--- config.mk ---
export PLATFORM = sky130hd
export DESIGN_NAME = gate_exerciser
export DESIGN_NICKNAME = d
export VERILOG_FILES = /design/src/rtl/gate_ex_pkg.sv /design/src/rtl/gate_ex_settle_cnt.sv /design/src/rtl/gate_exerciser.sv
export SDC_FILE = /design/constraint.sdc
export NUM_CORES = 1
export LEC_CHECK = 0
export CAP_MARGIN = 5
export CORE_MARGIN = 2
export CORE_UTILIZATION = 25
export DETAILED_ROUTE_END_ITERATION = 10
export DONT_BUFFER_PORTS = 1
export PLACE_DENSITY_LB_ADDON = 0.08
export SYNTH_ARGS = -nofsm -noshare
export SYNTH_HDL_FRONTEND = slang
export SYNTH_SLANG_ARGS = --single-unit
--- constraint.sdc ---
create_clock -name clk -period 2.1 [get_ports clk]
set_input_delay 0.21 -clock clk [delete_from_list [all_inputs] [get_ports clk]]
set_output_delay 0.21 -clock clk [all_outputs]
set_load 0.05 [all_outputs]
--- src/rtl/gate_ex_pkg.sv ---
// Shared types and sizes for the gate_exerciser self-test sequencer.
package gate_ex_pkg;

    localparam int unsigned NUM_VECTORS = 4;
    localparam int unsigned IDX_W       = 2;
    localparam int unsigned ERR_W       = 3;
    localparam int unsigned CNT_W       = 4;

    typedef enum logic [2:0] {
        IDLE,
        DRIVE,
        SETTLE,
        CHECK,
        DONE
    } state_t;

endpackage

--- src/rtl/gate_ex_settle_cnt.sv ---
// Settle-time down-counter: load sets SETTLE_CYCLES, expire flags the last settle cycle.
module gate_ex_settle_cnt
    import gate_ex_pkg::*;
#(
    parameter int unsigned SETTLE_CYCLES = 2
) (
    input  logic clk,
    input  logic rst_n,
    input  logic load,
    output logic expire
);

    logic [CNT_W-1:0] count;

    always_ff @(posedge clk or negedge rst_n) begin
        if (!rst_n) begin
            count <= '0;
        end else if (load) begin
            count <= CNT_W'(SETTLE_CYCLES);
        end else if (count != '0) begin
            count <= count - CNT_W'(1);
        end
    end

    // Expiring on a count of one makes SETTLE last exactly SETTLE_CYCLES cycles.
    assign expire = (count == CNT_W'(1));

endmodule

--- src/rtl/gate_exerciser.sv ---
// Sequences a 2-input gate through all four input vectors and checks it against a truth table.
// Optional first-failure index capture is enabled by defining GATE_EX_FIRSTFAIL_EN.
module gate_exerciser
    import gate_ex_pkg::*;
#(
    parameter int unsigned SETTLE_CYCLES = 2
) (
    input  logic                   clk,
    input  logic                   rst_n,
    input  logic                   start,
    input  logic [NUM_VECTORS-1:0] truth_table,
    output logic                   gate_a,
    output logic                   gate_b,
    input  logic                   gate_y,
    output logic                   busy,
    output logic                   done,
    output logic                   pass,
    output logic [ERR_W-1:0]       err_count,
    output logic [NUM_VECTORS-1:0] fail_vec
`ifdef GATE_EX_FIRSTFAIL_EN
    ,
    output logic [IDX_W-1:0]       first_fail
`endif
);

    state_t                 state;
    logic [IDX_W-1:0]       idx;
    logic [NUM_VECTORS-1:0] table_q;
    logic                   load;
    logic                   expire;
    logic                   mismatch;

    assign load     = (state == DRIVE);
    assign mismatch = (gate_y != table_q[idx]);

    gate_ex_settle_cnt #(
        .SETTLE_CYCLES(SETTLE_CYCLES)
    ) u_settle_cnt (
        .clk   (clk),
        .rst_n (rst_n),
        .load  (load),
        .expire(expire)
    );

    always_ff @(posedge clk or negedge rst_n) begin
        if (!rst_n) begin
            state     <= IDLE;
            idx       <= '0;
            table_q   <= '0;
            gate_a    <= 1'b0;
            gate_b    <= 1'b0;
            busy      <= 1'b0;
            done      <= 1'b0;
            pass      <= 1'b0;
            err_count <= '0;
            fail_vec  <= '0;
`ifdef GATE_EX_FIRSTFAIL_EN
            first_fail <= '0;
`endif
        end else begin
            done <= 1'b0;
            case (state)
                IDLE: begin
                    if (start) begin
                        table_q   <= truth_table;
                        err_count <= '0;
                        fail_vec  <= '0;
                        pass      <= 1'b0;
                        idx       <= '0;
                        gate_a    <= 1'b0;
                        gate_b    <= 1'b0;
                        busy      <= 1'b1;
`ifdef GATE_EX_FIRSTFAIL_EN
                        first_fail <= '0;
`endif
                        state     <= DRIVE;
                    end
                end
                DRIVE: begin
                    state <= (SETTLE_CYCLES == 0) ? CHECK : SETTLE;
                end
                SETTLE: begin
                    if (expire) begin
                        state <= CHECK;
                    end
                end
                CHECK: begin
                    if (mismatch) begin
                        fail_vec[idx] <= 1'b1;
                        if (err_count < ERR_W'(NUM_VECTORS)) begin
                            err_count <= err_count + ERR_W'(1);
                        end
`ifdef GATE_EX_FIRSTFAIL_EN
                        if (err_count == '0) begin
                            first_fail <= idx;
                        end
`endif
                    end
                    if (idx == IDX_W'(NUM_VECTORS - 1)) begin
                        // pass is registered alongside done so it already includes this last CHECK.
                        pass             <= (err_count == '0) && !mismatch;
                        done             <= 1'b1;
                        busy             <= 1'b0;
                        gate_a           <= 1'b0;
                        gate_b           <= 1'b0;
                        state            <= DONE;
                    end else begin
                        idx              <= idx + IDX_W'(1);
                        {gate_a, gate_b} <= idx + IDX_W'(1);
                        state            <= DRIVE;
                    end
                end
                DONE: begin
                    state <= IDLE;
                end
                default: begin
                    state <= IDLE;
                end
            endcase
        end
    end

endmodule

==> results.yml <==
cells_and_area:
  finish.utilization_pct: 29.0
  multi_input_area_um2: 546
  final-seq-area_um2: 626
  fillers: 500
  drive_above_1_share_pct: 9.02
  final_cell_mix: "dfrtp_1, nand2_1, nor2_1, inv_1, ha_1"
  n_antenna_cell: 0
  synthToLayoutAreaGrowth_pct: 12.4
  layout_commonest_cell: "dfrtp_1"
  nets: 140
  final_cells: 189
yosys:
  yosysWarnings: 0
  synth_top_family_by_area: "simple AND/OR/NAND/NOR gates"
  synthMuxAreaShare_pct: 3.08
  synth_area_per_cell_um2: 10.3
  synth_seq_area_share_pct: 51.3
  synth_area_leader_cell: "dfrtp_1"
  ys_seq_elements: 25
  synth_cells: 119
  yosysUniqueCellTypes: 29
  synth_area_leaders: "dfrtp_1, ha_1, nand2_1"
  synth_nets: 136
  synth_compound_area_share_pct: 9.44
  synth_xor_area_share_pct: 2.77
  yosys.area_share.adder_pct: 9.23
  synth_area_um2: 1220
  synthSimpleGateAreaFrac_pct: 20.2
  synth_top_area_share_pct: 51.3
floorplan:
  pin_count: 20
  start_util_pct: 25.8
  die_x_um: 73.9
  core_region_area_um2: 4720
  std_cell_rows: 25
  dieArea_um2: 5450
  die-height_um: 73.9
clock_network:
  clk_pin_slew_ns: 0.09
  cts-hold-fix-buffers: 2
  ctsResizeCount: 0
  htree_levels: 1
  cts.sinks: 25
  postCtsSetupBuffers: 0
  clock-root-buffer: "clkbuf_8"
  numCtsBuffers: 3
  cts_tree: "yes"
  clock_tree.buffer_depth: 2
  clock_latency_ns: 0.27
placement:
  dpl.cell_count: 183
  place_congestion: 0.764
  port_buffers: 0
  detailed_place_hpwl_mm: 1.90
timing:
  max_freq_ghz: 0.546
  rsz0062_at_grt: "false"
  max_slew_margin_pct: 57.8
  hold_viol: 0
  final.min_clock_period_ns: 1.83
  fin_crit_sh_pct: 87.2
  final.setup.tns_ns: 0
  setup_viol: 0
  skew_ns: 0.00467
  drv_slew: 0
  tightest_slew_ns: 0.632
detailed_routing:
  num_vias: 805
  initialDrtViolationCount: 21
  wl_mm: 2.63
  vias_per_cell: 4.26
  ant_nets: 0
  wl_per_cell_um: 13.9
  first_pass_iters: 4
  drc: 0
worst_setup_path:
  timing.critical_path.fanout_max: 6
  cp-start-kind: "flip-flop"
  critPathRequiredTime_ns: 2.26
  critPathKind: "flip-flop to flip-flop"
  arrival_ns: 1.99
  end_kind: "flip-flop"
power_and_ir_drop:
  p_leak_nw: 0.656
  p_per_area_nw_per_um2: 1500
  power_mw: 2.05
  irDropWorstVdd_uv: 327
global_routing:
  grt_max_degree: 26
  grt_use_met2_pct: 14.4
  grt-busiest-layer: "met1"
  antenna_found_initial: 0
  met3_usage_pct: 3.29
  grt_pass1_wl_mm: 4.28
  gr-usage-all-layers_pct: 10.7
  use_met1_pct: 15.3
  first_global_vias: 817
  gr-total-overflow: 0
hold_path:
  hold_class: "input pin to flip-flop"
run:
  maxCapViolCount: 0
run_status:
  outcome: "finished, final reports clean"
-- layer usage --
layer  part of all wire, %  vias up
li1                      -      403
met1                    51      385
met2                    43       15
met3                   5.4        2
met4                  0.91        0
met5                     0        -
-- kinds of logic after synthesis --
kind of cell | after synthesis
AOI/OAI and AO/OA | 18
xor gates and xnor gates | 3
adders and majority gates | 9
buffers and inverters | 13
DFF | 25
muxes | 2
and+or+nand+nor | 49
-- path summary, 6_finish.rpt --
kind | startpoint | to | slack [ns] | cells past startpoint
max | idx[0] | err_count[1] | 0.27 | 4
min | truth_table[3] | table_q[3] | 0.04 | 2
max reg2reg | idx[0] | err_count[1] | 0.27 | 4
min reg2reg | table_q[3] | table_q[3] | 0.48 | 2
max in group asynchronous | rst_n | busy | 1.58 | 2
min in group asynchronous | rst_n | pass | 0.37 | 2
-- Yosys cell counts (all sizes together) --
cell / instances
ha: 9
a22o: 4
mux2: 1
o31ai: 1
nor3: 3
nand2b: 3
nand2: 22
or4: 1
nor3b: 1
or4b: 1
nand3b: 2
mux4: 1
nor2: 10
a21oi: 3
nor4b: 1
o211ai: 1
nand3: 2
dfrtp: 25
o21ai: 7
or3: 2
inv: 9
and3b: 1
a31oi: 1
xnor2: 3
a211o: 1
clkbuf: 4
-- per-stage QoR --
step / setup slack (ns) / instance area, um^2 / hold WS [ns]
6_report: 0.270 / 1370 / 0.0408
5_1_grt: 0.170 / 1370 / 0.0352
4_1_cts: 0.261 / 1370 / 0.0342
3_5_place_dp: 0.266 / 1300 / -0.0847
3_3_place_gp: 0.345 / 1300 / -0.0847
2_1_floorplan: 0.414 / 1220 / -0.0856
-- layout make-up --
| cell class | instances | area share (%) |
|---|---|---|
| Sequential cell | 25 | 45.6 |
| Multi-Input combinational cell | 81 | 39.8 |
| Tap cell | 67 | 6.11 |
| Clock buffer | 4 | 3.28 |
| Timing Repair Buffer | 3 | 2.74 |
| Inverter | 9 | 2.46 |
-- state kept, by name, indices dropped and copies added, names as in the netlist --
name / flops
fail_vec: 4
table_q: 4
u_settle_cnt.count: 4
err_count: 3
state: 3
idx: 2
busy: 1
done: 1
gate_a: 1
gate_b: 1
pass: 1
-- power breakdown --
group          switching [mW]  internal (mW)  leakage, nW  total, mW
Clock                   0.153          0.136       0.0228      0.289
Sequential              0.426          0.658        0.321       1.08
Combinational           0.370          0.310        0.312      0.679
-- worst max-delay path: stages (launching register included) --
cell and delay, ns:
dfrtp_1 0.47, mux4_2 0.56, xnor2_2 0.30, nor3_2 0.08, mux2_4 0.31
Note: power is estimated with default switching activity, not from simulation.
